**src/rtl/stream_mux_rr_if.sv**
```systemverilog
// Stream bundle between NCH producers, the round-robin mux and one consumer.
// The master modport is the producer/consumer side; slave is the mux itself.
interface stream_mux_rr_if #(
  parameter int WIDTH = 4,
  parameter int NCH   = 4,
  parameter int SELW  = 2
);
  logic [NCH*WIDTH-1:0] in_data;
  logic [NCH-1:0]       in_valid;
  logic [NCH-1:0]       in_last;
  logic [NCH-1:0]       in_ready;
  logic [WIDTH-1:0]     out_data;
  logic                 out_last;
  logic [SELW-1:0]      out_sel;
  logic                 out_valid;
  logic                 out_ready;

  modport master (
    output in_data, in_valid, in_last, out_ready,
    input  in_ready, out_data, out_last, out_sel, out_valid
  );

  modport slave (
    input  in_data, in_valid, in_last, out_ready,
    output in_ready, out_data, out_last, out_sel, out_valid
  );
endinterface

```
**src/rtl/stream_mux_rr.sv**
```systemverilog
// N-channel packet-aware stream mux: round-robin or fixed-priority arbitration,
// grant held until last, selected beat registered into a one-entry output stage.
module stream_mux_rr #(
  parameter int WIDTH     = 4,
  parameter int NCH       = 4,
  parameter int SELW      = 2,
  parameter int PRIO_MODE = 0
) (
  input  logic            clk,
  input  logic            reset_n,
  stream_mux_rr_if.slave  bus
);

  typedef enum logic {ST_OPEN, ST_LOCKED} lock_state_e;

  lock_state_e      state_q, state_d;
  logic [SELW-1:0]  lock_ch_q, lock_ch_d;
  logic [SELW-1:0]  ptr_q, ptr_d;
  logic             out_valid_q;
  logic [WIDTH-1:0] out_data_q;
  logic             out_last_q;
  logic [SELW-1:0]  out_sel_q;

  logic [WIDTH-1:0] ch_data [NCH];
  logic [NCH-1:0]   elig;
  logic             gnt_vld;
  logic [SELW-1:0]  gnt_idx;
  logic [SELW-1:0]  cand;
  int               idx;
  logic             ld;
  logic             accept;

  for (genvar g = 0; g < NCH; g++) begin : g_unpack
    assign ch_data[g] = bus.in_data[g*WIDTH +: WIDTH];
  end

  // State register: lock FSM, pointer and the output stage.
  // NOTE: sequential state uses non-blocking assignments so every register
  // samples the pre-edge values regardless of process ordering.
  always_ff @(posedge clk or negedge reset_n) begin
    if (!reset_n) begin
      state_q     <= ST_OPEN;
      lock_ch_q   <= '0;
      ptr_q       <= '0;
      out_valid_q <= 1'b0;
      out_data_q  <= '0;
      out_last_q  <= 1'b0;
      out_sel_q   <= '0;
    end else begin
      state_q   <= state_d;
      lock_ch_q <= lock_ch_d;
      ptr_q     <= ptr_d;
      if (ld) begin
        out_valid_q <= gnt_vld;
        if (gnt_vld) begin
          out_data_q <= ch_data[gnt_idx];
          out_last_q <= bus.in_last[gnt_idx];
          out_sel_q  <= gnt_idx;
        end
      end
    end
  end

  // Arbitration and outputs. The search starts at ptr in round-robin mode and
  // at channel 0 in fixed-priority mode; the index wraps at NCH, not 2^SELW.
  // NOTE: every combinationally assigned signal gets a default at the top of
  // the block so no path leaves it unassigned and no latch is inferred.
  always_comb begin
    elig    = bus.in_valid;
    gnt_vld = 1'b0;
    gnt_idx = '0;
    idx     = 0;
    cand    = '0;
    if (state_q == ST_LOCKED) elig = bus.in_valid & (NCH'(1) << lock_ch_q);
    for (int i = 0; i < NCH; i++) begin
      idx = (PRIO_MODE == 0) ? int'(ptr_q) + i : i;
      if (idx >= NCH) idx = idx - NCH;
      cand = SELW'(idx);
      if (!gnt_vld && elig[cand]) begin
        gnt_vld = 1'b1;
        gnt_idx = cand;
      end
    end
    ld            = !out_valid_q || bus.out_ready;
    accept        = ld && gnt_vld && reset_n;
    bus.in_ready  = accept ? (NCH'(1) << gnt_idx) : '0;
    bus.out_valid = out_valid_q;
    bus.out_data  = out_data_q;
    bus.out_last  = out_last_q;
    bus.out_sel   = out_sel_q;
  end

  // Next state: a non-last beat locks onto its channel; a last beat releases
  // the lock and, in round-robin mode, moves the pointer past the winner.
  always_comb begin
    state_d   = state_q;
    lock_ch_d = lock_ch_q;
    ptr_d     = ptr_q;
    if (accept) begin
      if (bus.in_last[gnt_idx]) begin
        state_d = ST_OPEN;
        if (PRIO_MODE == 0) begin
          ptr_d = (gnt_idx == SELW'(NCH - 1)) ? '0 : gnt_idx + SELW'(1);
        end
      end else begin
        state_d   = ST_LOCKED;
        lock_ch_d = gnt_idx;
      end
    end
  end

endmodule

```
**src/flat_wrapper.sv**
```systemverilog
// flat-port wrapper written by rule: the top's interface ports become plain ports
module stream_mux_rr_flat 
#(
  parameter int WIDTH     = 4,
  parameter int NCH       = 4,
  parameter int SELW      = 2,
  parameter int PRIO_MODE = 0
)
  (clk, reset_n, bus_in_data, bus_in_valid, bus_in_last, bus_out_ready, bus_in_ready, bus_out_data, bus_out_last, bus_out_sel, bus_out_valid);
  stream_mux_rr_if #(.WIDTH(WIDTH), .NCH(NCH), .SELW(SELW)) bus_i ();
  input  logic clk;
  input  logic reset_n;
  input wire logic [$bits(bus_i.in_data)-1:0] bus_in_data;
  input wire logic [$bits(bus_i.in_valid)-1:0] bus_in_valid;
  input wire logic [$bits(bus_i.in_last)-1:0] bus_in_last;
  input wire logic [$bits(bus_i.out_ready)-1:0] bus_out_ready;
  output wire logic [$bits(bus_i.in_ready)-1:0] bus_in_ready;
  output wire logic [$bits(bus_i.out_data)-1:0] bus_out_data;
  output wire logic [$bits(bus_i.out_last)-1:0] bus_out_last;
  output wire logic [$bits(bus_i.out_sel)-1:0] bus_out_sel;
  output wire logic [$bits(bus_i.out_valid)-1:0] bus_out_valid;
  assign bus_i.in_data = bus_in_data;
  assign bus_i.in_valid = bus_in_valid;
  assign bus_i.in_last = bus_in_last;
  assign bus_i.out_ready = bus_out_ready;
  assign bus_in_ready = bus_i.in_ready;
  assign bus_out_data = bus_i.out_data;
  assign bus_out_last = bus_i.out_last;
  assign bus_out_sel = bus_i.out_sel;
  assign bus_out_valid = bus_i.out_valid;
  stream_mux_rr #(.WIDTH(WIDTH), .NCH(NCH), .SELW(SELW), .PRIO_MODE(PRIO_MODE)) u_core (.clk(clk), .reset_n(reset_n), .bus(bus_i));
endmodule
```
**config.mk**
```make
export PLATFORM = sky130hd
export DESIGN_NAME = stream_mux_rr_flat
export DESIGN_NICKNAME = d
export VERILOG_FILES = /design/src/rtl/stream_mux_rr_if.sv /design/src/rtl/stream_mux_rr.sv /design/src/flat_wrapper.sv
export SDC_FILE = /design/constraint.sdc
export NUM_CORES = 1
export LEC_CHECK = 0
export BUFFER_PORTS_ARGS = -buffer_cell sky130_fd_sc_hd__buf_2
export CAP_MARGIN = 5
export CORE_MARGIN = 1.5
export CORE_UTILIZATION = 32
export CTS_CLUSTER_DIAMETER = 120
export DETAILED_ROUTE_END_ITERATION = 6
export PLACE_DENSITY = 0.62
export SKIP_LAST_GASP = 1
export SYNTH_ARGS = -nofsm -noshare
export SYNTH_HDL_FRONTEND = slang
export SYNTH_SLANG_ARGS = --single-unit
```
**constraint.sdc**
```tcl
create_clock -name clk -period 2.75 [get_ports clk]
set_input_delay 0.55 -clock clk [delete_from_list [all_inputs] [get_ports clk]]
set_output_delay 0.55 -clock clk [all_outputs]
set_load 0.05 [all_outputs]
```
## After elaboration in Yosys (flattened, before gate mapping)

Index checks and enable logic that the tools add are counted.

| storage, ports and cells | value |
|---|---|
| bits in registers | 13 |
| bits in latches | 0 |
| memory bits (writable) | 0 |
| ROM bits | 0 |
| output and inout bits | 12 |
| memories kept | 0 |

| cells by class | value |
|---|---|
| add/subtract/negate cells | 8 |
| multipliers | 0 |
| div/mod/pow operators | 0 |
| magnitude comparators | 10 |
| eq/ne operators | 1 |
| shifts and indexed selects | 2 |
| mux-type cells | 29 |
| bitwise gates (word level) | 3 |
| reduce and logical (&&, ||, !) cells | 13 |

Operator list:

| cell | number |
|---|---|
| 2-bit 2-to-1 mux | 9 |
| 4-bit 2-to-1 mux | 4 |
| 2-bit by 3-bit < comparator with 1-bit output (second input constant) | 5 |
| 3-bit greater-or-equal comparator (second input constant) | 4 |
| 1-bit binary-select mux with 2-bit select | 5 |
| 1-bit 2-to-1 mux | 10 |
| 4-bit binary-select mux with 2-bit select | 1 |
| 1-bit by 2-bit << shifter with 4-bit output (first input constant) | 2 |
| 2-bit by 1-bit subtractor with 2-bit output (second input constant) | 4 |
| 2-bit by 2-bit adder with 3-bit output (second input constant) | 2 |
| 2-bit AND reduction | 3 |
| 1-bit logical AND | 5 |
| 4-bit AND | 1 |
| 1-bit zero test | 4 |
| 2-bit by 1-bit adder with 3-bit output (second input constant) | 1 |
| 2-bit by 3-bit greater-or-equal comparator with 1-bit output (second input constant) | 1 |
| 2-bit inverter with 3-bit output | 1 |
| 2-bit by 1-bit adder with 2-bit output (second input constant) | 1 |
| 2-bit == test (second input constant) | 1 |
| 1-bit logical OR | 1 |
| 1-bit inverter | 1 |

## Logic depth before layout (Yosys ltp)

Gate-level depths: netlist of run 1.

| logic depth | value |
|---|---|
| word-level depth | 19 |
| mapped depth | 11 |

## Least setup slack after synthesis of run 1

No wires, ideal clock.

| path | value |
|---|---|
| kind | input port to output port |
| start point | input bus_in_valid[2] |
| end point | output bus_in_ready[3] |
| arrival time | 2084 ps |
| setup slack | 116 ps |
| stages on the path | 9 |
| buffers on the path | 2 |
| cells stage by stage | mux2i_1 -> o211ai_2 -> a31oi_1 -> or2_1 -> buf_6 -> buf_6 -> inv_1 -> ha_1 -> and2_1 |

| between the ends | value |
|---|---|
| elaborated cells on any way between the ends | 28 |
| classes of those cells | shift: 1; mux: 18; bitwise: 1; reduce/logical: 8 |

RTL lines:

| what | line | text |
|---|---|---|
| from (decl) | flat_wrapper.sv:14 | `input wire logic [$bits(bus_i.in_valid)-1:0] bus_in_valid;` |
| 4-bit AND | stream_mux_rr.sv:74 | `if (state_q == ST_LOCKED) elig = bus.in_valid & (NCH'(1) << lock_ch_q);` |
| 4-bit 2-to-1 mux (*) | stream_mux_rr.sv:74 |  |
| 1-bit binary-select mux with 2-bit select | stream_mux_rr.sv:79 | `if (!gnt_vld && elig[cand]) begin` |
| 1-bit 2-to-1 mux (implied by the code) | stream_mux_rr.sv:79 |  |
| 1-bit 2-to-1 mux | stream_mux_rr.sv:79 |  |
| 1-bit zero test | stream_mux_rr.sv:79 |  |
| 1-bit logical AND | stream_mux_rr.sv:79 |  |
| 1-bit 2-to-1 mux | stream_mux_rr.sv:79 |  |
| 1-bit zero test | stream_mux_rr.sv:79 |  |
| 1-bit logical AND | stream_mux_rr.sv:79 |  |
| 1-bit 2-to-1 mux | stream_mux_rr.sv:79 |  |
| 1-bit zero test | stream_mux_rr.sv:79 |  |
| 1-bit logical AND | stream_mux_rr.sv:79 |  |
| 2-bit 2-to-1 mux (*) | stream_mux_rr.sv:79 |  |
| net u_core.gnt_idx[1] | stream_mux_rr.sv:27 | `logic [SELW-1:0] gnt_idx;` |
| 1-bit by 2-bit << shifter with 4-bit output (*) | stream_mux_rr.sv:86 | `bus.in_ready = accept ? (NCH'(1) << gnt_idx) : '0;` |
| 4-bit 2-to-1 mux (*) | stream_mux_rr.sv:86 |  |
| to (decl) | flat_wrapper.sv:17 | `output wire logic [$bits(bus_i.in_ready)-1:0] bus_in_ready;` |

Mark *: on every way through the listed nets, which the timed path passes. The rest lies on a longest branch. The select of a mux whose other input is x is not followed.

## Worst setup path in the final report of run 1

| path | value |
|---|---|
| start point | register u_core.ptr_q[0] |
| end point | output bus_in_ready[2] |

| between the ends | value |
|---|---|
| elaborated cells on any way between the ends | 41 |
| classes of those cells | add/sub: 7; order compare: 4; shift: 1; mux: 21; reduce/logical: 8 |

RTL lines:

| what | line | text |
|---|---|---|
| from (decl) | stream_mux_rr.sv:18 | `logic [SELW-1:0] ptr_q, ptr_d;` |
| from (signal assigned) | stream_mux_rr.sv:52 | `ptr_q <= ptr_d;` |
| branches (longest 13 deep; another with 2-bit by 1-bit adder with 3-bit output) | -- |  |
| 2-bit 2-to-1 mux (*) | stream_mux_rr.sv:79 |  |
| net u_core.gnt_idx[0] | stream_mux_rr.sv:27 |  |
| 1-bit by 2-bit << shifter with 4-bit output (*) | stream_mux_rr.sv:86 |  |
| 4-bit 2-to-1 mux (*) | stream_mux_rr.sv:86 |  |

Mark *: on every way through the listed nets, which the timed path passes. The select of a mux whose other input is x is not followed.

==> metrics.csv, run 1 <==
metric,value,unit
Synth-to-Final Area Change,45.42,%
Final Core Density,49.07,%
TritonRoute pass-1 iters,4,
crit path from,u_core.ptr_q[0],
"Worst Setup Slack, final",-0.01547,ns
PD cells,1385,nW/um^2
PortBufs,38,
Post-DP HPWL,1.972,mm
"Max FO, Critical Path",7,
syn_nets,142,
Core Box Area,3078,um^2
sequential cell area fraction in the yosys report,31.33,%
Setup TNS,-0.04445,ns
r2r worst-path depth,9,
worst min-delay path class,input pin to async pin,
ys flop type,dfrtp_1,
critical path data required time,2.20,ns
Clock Sink Count,13,
share of cells above drive strength 1,52.76,%
Clk pwr share,5.9,%
"Clk pin slew, worst setup/hold paths",0.09,ns
library cells used by synthesis,40,
gpl congestion,0.7946,
DRT iter0 DRCs,44,
Fill cells,293,
most frequent cells in the layout,"buf_2, buf_4, nand2_1, dfrtp_1",
Worst-Margin Slew,0.3892,ns
Static Leak,0.7293,nW
combinational share of power,75.5,%
maxcap violations,0,
"Cell Area, Synth",1038,um^2
vias in the first global route,1026,
drt wl/cell,12.91,um
DRT Wirelength,2.673,mm
crit end category,primary output,
row count,20,
Net Sw Frac,50.12,%
maximum clock insertion buffer count,2,
Yosys reg bits,13,
Switch Pwr,1.048,mW
Num CTS Buffers,3,
htree depth,1,
max-slew violations,0,
number of enable flip-flop cells after synthesis,0,
Mapped Cells,111,
Setup Skew,0.009936,ns
# diodes,0,
Finished Layout Cells,207,
CTS hold repair buffers,0,
critical path endpoint,bus_in_ready[2],
via count,1031,
setup repair after global routing missed its margin,yes,
Initial Util,33.74,%
maximum number of pins on one net before global-route repair,16,
# DRC,0,
GRT overflow,0,
Highest Clock Rate,0.3616,GHz
root buffer cell,clkbuf_4,
Worst IR Drop VDD,0.0007924,V
# IOs,39,
Avg Inst Size Synth,9.356,um^2
RR Endpoint,u_core.ptr_q[1],
Die ar.,3596,um^2
YS warnings,0,
Slew HR,73.98,%
worst r2r src,u_core.ptr_q[0],
"most common cell after layout, fill and taps aside",buf_2,
share of power burned in registers,18.6,%
final-report hold violation count,0,
die width,59.97,um
CP startpoint kind,flip-flop,
crit path DAT,2.22,ns
Post-DRT Antenna Nets,0,
first-pass GRT wire length,4.429,mm
Reg2Reg Setup Slack,0.18,ns
Die Y,59.97,um
initial antenna violation count,0,
TritonCTS clock tree,yes,
final setup violation count,3,
critical path class,flip-flop to primary output,
violated checks,setup timing,
Internal Power,1.043,mW
status,"complete, but fails checks",
async set or reset register ratio after synthesis,100.0,%
Via density,4.981,
Post-Place Cells,198,
crit share post-route,100.6,%
fin crit period,2.765,ns
Nets,195,
total track usage,15.92,%
Clock Latency Late Sink,0.28,ns
registers in the layout, summed over array words and instances, names as in the netlist:
name / count
u_core.bus.out_data: 4
u_core.bus.out_sel: 2
u_core.lock_ch_q: 2
u_core.ptr_q: 2
u_core.bus.out_last: 1
u_core.bus.out_valid: 1
u_core.state_q: 1
stage by stage:
step	hold slack (ns)	area (um^2)	worst slack [ns]	power, mW
floorplan	0.2544	1039	0.1160	1.361
global placement	0.4634	1314	0.001163	1.661
detailed placement	0.4761	1314	0.009032	1.681
CTS	0.2112	1396	-0.01463	1.897
global route	0.2225	1510	-0.1351	2.255
finish	0.2079	1510	-0.01547	2.091
power by group through the flow:
stage	combinational, mW	sequential (mW)	clock [mW]
floorplan	0.816	0.545	0
global placement	1.29	0.371	0
detailed placement	1.31	0.375	0
CTS	1.39	0.380	0.126
global route	1.72	0.404	0.131
finish	1.58	0.389	0.123
cell families after synthesis:
| family | synth area share, % |
|---|---|
| DFF | 31.33 |
| and+or+nand+nor | 17.23 |
| AOI/OAI and AO/OA | 23.01 |
| muxes | 16.14 |
| buffers and inverters | 6.506 |
| adders and majority gates | 5.783 |
cells in the mapped netlist, drive strengths merged (2+ instances only):
master | number | area share [%]
a21oi | 5 | 2.8
a31oi | 2 | 1.2
and2 | 4 | 2.4
buf | 4 | 4.0
dfrtp | 13 | 31
ha | 4 | 4.8
inv | 6 | 2.2
mux2 | 6 | 6.5
mux2i | 10 | 9.6
nand2 | 12 | 4.3
nand2b | 2 | 1.2
nand4 | 2 | 1.2
nand4b | 2 | 1.7
o211ai | 5 | 5.1
o21a | 2 | 1.4
o21ai | 14 | 6.7
or2 | 2 | 1.2
worst min path at each step:
| stage | depth (start not counted) | startpoint | slack (ns) | end |
|---|---|---|---|---|
| 2_1_floorplan | 0 | reset_n | 0.25 | u_core.bus.out_data[0] |
| 3_3_place_gp | 2 | u_core.bus.out_last | 0.46 | u_core.bus.out_last |
| 3_5_place_dp | 2 | u_core.bus.out_sel[1] | 0.48 | u_core.bus.out_sel[1] |
| 4_1_cts | 2 | reset_n | 0.21 | u_core.bus.out_data[1] |
| 5_1_grt | 2 | reset_n | 0.22 | u_core.bus.out_data[1] |
| 6_report | 2 | reset_n | 0.21 | u_core.bus.out_data[1] |
what timing repair did:
action                                  CTS  global route
gates cloned                              0             0
pin swaps                                 2             6
endpoints found under the setup margin    4             4
gates resized for setup                  13            21
buffers inserted                          2             3
critical path, stage by stage, from the launching register on:
cell,delay (ns)
dfrtp_2,0.47
mux2i_2,0.18
o211a_1,0.21
o211ai_1,0.32
o221ai_4,0.22
inv_4,0.14
ha_4,0.12
and2_4,0.13
buf_8,0.14
layout make-up:
| cell class | count | area [um^2] | area share [%] |
|---|---|---|---|
| Multi-Input combinational cell | 87 | 737.0 | 48.80 |
| Timing Repair Buffer | 53 | 335.3 | 22.20 |
| Sequential cell | 13 | 329.1 | 21.79 |
| Tap cell | 44 | 55.05 | 3.645 |
| Inverter | 6 | 27.53 | 1.823 |
| Clock buffer | 4 | 26.28 | 1.740 |
routing by layer:
layer,vias to the layer above,share of wire [%],GRT usage (%)
li1,512,-,-
met1,483,44,19.68
met2,34,51,28.88
met3,2,4.4,3.463
met4,0,0.60,1.905
met5,-,0,0
Power figures use the tool's default switching activity.
==> inputs of run 2 (changes only) <==
--- a/config.mk
+++ b/config.mk
@@ -12,6 +12,7 @@
 export CTS_CLUSTER_DIAMETER = 120
 export DETAILED_ROUTE_END_ITERATION = 6
 export PLACE_DENSITY = 0.62
+export REMOVE_ABC_BUFFERS = 1
 export SKIP_LAST_GASP = 1
 export SYNTH_ARGS = -nofsm -noshare
 export SYNTH_HDL_FRONTEND = slang
==> metrics.csv, run 2 (synthesis results as in run 1) <==
metric,value,unit,change
status,"complete, but fails checks",,
violated checks,setup timing,,
combinational share of power,74.3,%,-1.2 points
Die Y,59.97,um,unchanged
vias in the first global route,1001,,-2.4%
"most common cell after layout, fill and taps aside",buf_2,,
via count,1024,,-0.68%
max-slew violations,0,,unchanged
"Worst Setup Slack, final",-0.03568,ns,-0.02021 ns
setup repair after global routing missed its margin,yes,,
Setup Skew,0.007294,ns,-0.002642 ns
first-pass GRT wire length,4.436,mm,+0.16%
Final Core Density,47.32,%,-1.7 points
die width,59.97,um,unchanged
TritonRoute pass-1 iters,4,,unchanged
root buffer cell,clkbuf_4,,
Die ar.,3596,um^2,unchanged
Via density,5.044,,+1.3%
Highest Clock Rate,0.3590,GHz,-0.73%
max reg flops,4,,unchanged
"Max FO, Critical Path",7,,unchanged
Worst IR Drop VDD,0.0005965,V,-25%
DRT Wirelength,2.789,mm,+4.3%
crit path DAT,2.24,ns,+0.02 ns
total track usage,16.81,%,+0.89 points
Switch Pwr,1000,uW,-4.6%
PD cells,1354,nW/um^2,-2.2%
crit share post-route,101.3,%,+0.73 points
maximum clock insertion buffer count,2,,unchanged
maxcap violations,0,,unchanged
final-report hold violation count,0,,unchanged
CP peak stage delay,0.46,ns,about the same
gpl congestion,0.8025,,+0.99%
Num CTS Buffers,3,,unchanged
Synth-to-Final Area Change,40.24,%,
Post-DRT Antenna Nets,0,,unchanged
Net Sw Frac,50.71,%,+0.59 points
drt wl/cell,13.74,um,+6.4%
Post-Place Cells,196,,-1.0%
"Clk pin slew, worst setup/hold paths",0.08,ns,about the same
crit path from,u_core.ptr_q[0],,
critical path class,flip-flop to primary output,,
Clock Latency Late Sink,0.27,ns,about the same
crit end category,primary output,,
Post-DP HPWL,2.165,mm,+9.8%
Slew HR,74.39,%,+0.42 points
Finished Layout Cells,203,,-1.9%
Worst-Margin Slew,0.3830,ns,-0.006237 ns
final instance area,1456,um^2,-3.6%
most frequent cells in the layout,"buf_2, nand2_1, buf_4, dfrtp_1",,
CP startpoint kind,flip-flop,,
Initial Util,33.74,%,unchanged
Setup TNS,-0.06540,ns,-0.02096 ns
Internal Power,971.9,uW,-6.8%
CP Cell Sequence,"mux2i_2, o211ai_2, a22oi_2, o221ai_2, inv_2, ha_2, and2_4, buf_8",,
PortBufs,38,,unchanged
share of power burned in registers,20.0,%,+1.4 points
GRT overflow,0,,unchanged
htree depth,1,,unchanged
Placed Area,1299,um^2,-1.1%
row count,20,,unchanged
fin crit period,2.786,ns,+0.02021 ns
Clk pwr share,5.7,%,-0.2 points
Pwr Total,1.972,mW,-5.7%
CTS hold repair buffers,0,,unchanged
DRT iter0 DRCs,13,,-70%
share of cells above drive strength 1,50.94,%,-1.8 points
Static Leak,0.7142,nW,-2.1%
Nets,191,,-2.1%
maximum number of pins on one net before global-route repair,16,,unchanged
Clock Sink Count,13,,unchanged
# DRC,0,,unchanged
TritonCTS clock tree,yes,,
# IOs,39,,unchanged
critical path data required time,2.20,ns,about the same
worst min-delay path class,input pin to async pin,,
# diodes,0,,unchanged
initial antenna violation count,0,,unchanged
Core Box Area,3078,um^2,unchanged
final setup violation count,2,,-1
Worst path slowest cell,dfrtp_2,,
worst r2r src,u_core.ptr_q[0],,
==> run 2: repair_timing <==
action | 4_1_cts | 5_1_grt
pin swaps | 1 | 7
setup buffers | 0 | 3
resized for setup | 11 | 19
endpoints found under the setup margin | 4 | 4
==> run 2: worst paths after layout <==
path | to | slack [ns] | depth (start not counted)
min reg2reg | u_core.bus.out_sel[1] | 0.48 | 2
max in group asynchronous | u_core.lock_ch_q[1] | 2.36 | 2
max | bus_in_ready[2] | -0.04 | 8
min | u_core.bus.out_data[2] | 0.22 | 2
max reg2reg | u_core.lock_ch_q[1] | 0.16 | 8
min in group clk | u_core.bus.out_sel[1] | 0.48 | 2
==> run 2: per-stage QoR <==
step                setup slack, ns  hold slack [ns]
global placement            0.01516           0.4709
CTS                        0.004288           0.2103
global route                -0.1350           0.2228
detailed placement          0.02901           0.4729
finish                     -0.03568           0.2191
floorplan                  -0.07009           0.2544
==> run 2: worst max-delay path, delay by kind of cell, from the launching register on <==
family	cells	cell delay, ns
buffers and inverters	2	0.23
flip-flops	1	0.46
adder cells (fa/ha/maj)	1	0.18
multiplexers	1	0.18
AO/OA/AOI/OAI	3	0.76
AND/OR/NAND/NOR	1	0.14
==> run 2: per-layer routing <==
| metal | wire length [um] | vias to the layer above | track usage, % |
|---|---|---|---|
| met5 | 0 | - | 0 |
| met4 | 15 | 0 | 6.032 |
| met3 | 130 | 2 | 2.814 |
| met2 | 1491 | 32 | 30.43 |
| met1 | 1152 | 482 | 19.68 |
| li1 | - | 508 | - |
==> run 2: cell type report <==
class	count	area, um^2
Clock buffer	4	26.28
Fill cell	316	1622
Inverter	6	25.02
Multi-Input combinational cell	87	715.7
Sequential cell	13	329.1
Tap cell	44	55.05
Timing Repair Buffer	49	305.3
==> run 2: power by group through the flow <==
stage | clock [mW] | sequential [mW] | combinational, mW
2_1_floorplan | 0 | 0.564 | 0.717
3_3_place_gp | 0 | 0.375 | 1.25
3_5_place_dp | 0 | 0.383 | 1.29
4_1_cts | 0.120 | 0.389 | 1.33
5_1_grt | 0.132 | 0.409 | 1.60
6_report | 0.113 | 0.394 | 1.47
==> inputs of run 3 (changes only) <==
--- a/config.mk
+++ b/config.mk
@@ -11,6 +11,7 @@
 export CORE_UTILIZATION = 32
 export CTS_CLUSTER_DIAMETER = 120
 export DETAILED_ROUTE_END_ITERATION = 6
+export GPL_TIMING_DRIVEN = 0
 export PLACE_DENSITY = 0.62
 export REMOVE_ABC_BUFFERS = 1
 export SKIP_LAST_GASP = 1
==> constraint.sdc (replaced) <==
create_clock -name clk -period 3 [get_ports clk]
set_input_delay 0.6 -clock clk [delete_from_list [all_inputs] [get_ports clk]]
set_output_delay 0.6 -clock clk [all_outputs]
set_load 0.05 [all_outputs]
==> metrics.csv, run 3 (synthesis results as in run 1) <==
metric,value,unit,change
Clock Latency Late Sink,0.28,ns,about the same
M1 wire length,1.185,mm,+2.9%
Static Leak,0.7132,nW,-0.14%
PD cells,1269,nW/um^2,-6.3%
Via density,5.176,,+2.6%
DRT iter0 DRCs,37,,+24
row count,20,,unchanged
Nets,192,,+0.52%
maxcap violations,0,,unchanged
status,"complete, no violations",,
CP startpoint kind,flip-flop,,
share of power burned in registers,19.9,%,about the same
Setup TNS,0,ns,+0.06540 ns
"most common cell after layout, fill and taps aside",buf_2,,
crit path DAT,2.37,ns,+0.13 ns
TritonCTS clock tree,yes,,
Final Core Density,46.63,%,-0.69 points
root buffer cell,clkbuf_4,,
total track usage,15.87,%,-0.93 points
drt wl/cell,13.62,um,-0.85%
fin crit period,2.966,ns,
metal3 WL,165,um,+27%
Highest Signal Layer,met4,,
Die ar.,3596,um^2,unchanged
Fill cells,319,,+0.95%
PortBufs,38,,unchanged
share of cells above drive strength 1,46.25,%,-4.7 points
DRT Wirelength,2.779,mm,-0.36%
"Clk pin slew, worst setup/hold paths",0.08,ns,about the same
FF+latch area,326.6,um^2,-0.76%
GRT overflow,0,,unchanged
final instance area,1435,um^2,-1.5%
die width,59.97,um,unchanged
first-pass GRT wire length,4.243,mm,-4.4%
# IOs,39,,unchanged
Worst-Margin Slew,0.3772,ns,-0.005778 ns
vias in the first global route,970,,-3.1%
Internal Power,894.3,uW,-8.0%
Multi-input gate area,709.4,um^2,-0.87%
Synth-to-Final Area Change,38.19,%,
Post-DP HPWL,1.966,mm,-9.2%
initial antenna violation count,0,,unchanged
Post-DRT Antenna Nets,0,,unchanged
max-slew violations,0,,unchanged
combinational share of power,74.0,%,-0.3 points
# diodes,0,,unchanged
TritonRoute pass-1 iters,5,,+1
gpl congestion,0.9056,,+13%
"Max FO, Critical Path",8,,+1
Initial Util,33.74,%,unchanged
Core Box Area,3078,um^2,unchanged
Finished Layout Cells,204,,+0.49%
Switch Pwr,926.8,uW,-7.3%
critical path data required time,2.40,ns,+0.20 ns
htree depth,1,,unchanged
Num CTS Buffers,3,,unchanged
final setup violation count,0,,-2
crit share post-route,98.86,%,
Slew HR,74.78,%,+0.39 points
Highest Clock Rate,0.3372,GHz,
setup repair after global routing missed its margin,yes,,
Clock Sink Count,13,,unchanged
worst min-delay path class,input pin to async pin,,
Die Y,59.97,um,unchanged
Worst IR Drop VDD,0.0006049,V,+1.4%
maximum clock insertion buffer count,2,,unchanged
most frequent cells in the layout,"buf_2, buf_4, nand2_1, dfrtp_1",,
Placed Area,1239,um^2,-4.6%
crit end category,primary output,,
hold_ws,0.1952,ns,-0.02392 ns
Net Sw Frac,50.89,%,+0.18 points
Setup Skew,0.0006001,ns,-0.006694 ns
maximum number of pins on one net before global-route repair,17,,+1
WL met2,1.352,mm,-9.3%
# DRC,0,,unchanged
critical path class,flip-flop to primary output,,
final-report hold violation count,0,,unchanged
via count,1056,,+3.1%
Post-Place Cells,188,,-4.1%
max reg flops,4,,unchanged
Clk pwr share,6.1,%,+0.4 points
==> run 3: area by class of cell <==
type	instances	share of cell area, %
clock buffer	4	1.831
inverter	6	1.569
multi-input combinational	87	49.43
sequential	13	22.75
tap	44	3.836
timing repair buffer	50	20.58
==> run 3: final timing paths <==
check,cells past startpoint,start,end,slack (ns)
worst max-delay path,8,u_core.ptr_q[0],bus_in_ready[0],0.03
worst min-delay path,1,reset_n,u_core.bus.out_data[3],0.20
worst max register to register,9,u_core.ptr_q[0],u_core.lock_ch_q[1],0.38
worst min register to register,2,u_core.bus.out_last,u_core.bus.out_last,0.49
max in group asynchronous,1,reset_n,u_core.ptr_q[0],2.55
min in group clk,2,u_core.bus.out_last,u_core.bus.out_last,0.49
==> run 3: routing by layer <==
layer | vias up | global-route usage (%)
met5 | - | 0
met4 | 0 | 6.984
met3 | 11 | 3.247
met2 | 54 | 26.55
met1 | 488 | 19.57
li1 | 503 | -
==> run 3: critical path, stage by stage (launching register included) <==
cell and delay, ns:
dfrtp_2 0.48, mux2i_2 0.19, o211ai_2 0.36, a31oi_4 0.15
or2_4 0.27, buf_4 0.14, ha_1 0.17, and2_1 0.13
buf_4 0.18
==> run 3: power by group through the flow <==
stage	logic, mW	registers (mW)	clock network [mW]
after floorplan	0.657	0.517	0
after detailed placement	1.06	0.362	0
after global routing	1.47	0.372	0.121
after global placement	1.03	0.357	0
after CTS	1.18	0.352	0.115
final	1.35	0.363	0.111
==> run 3: through the flow <==
stage / setup slack [ns] / total power, mW
after floorplan: 0.1299 / 1.174
after global placement: -0.2305 / 1.388
after detailed placement: -0.3960 / 1.426
after CTS: 0.02263 / 1.652
after global routing: -0.03511 / 1.960
final: 0.03423 / 1.821
==> run 3: what timing repair did <==
item / CTS / global route
resized for setup: 8 / 13
pin swaps: 1 / 6
hold endpoints to repair: 0 / 0
setup endpoints to repair: 4 / 4
hold buffers: 0 / 0
buffers inserted: 5 / 7
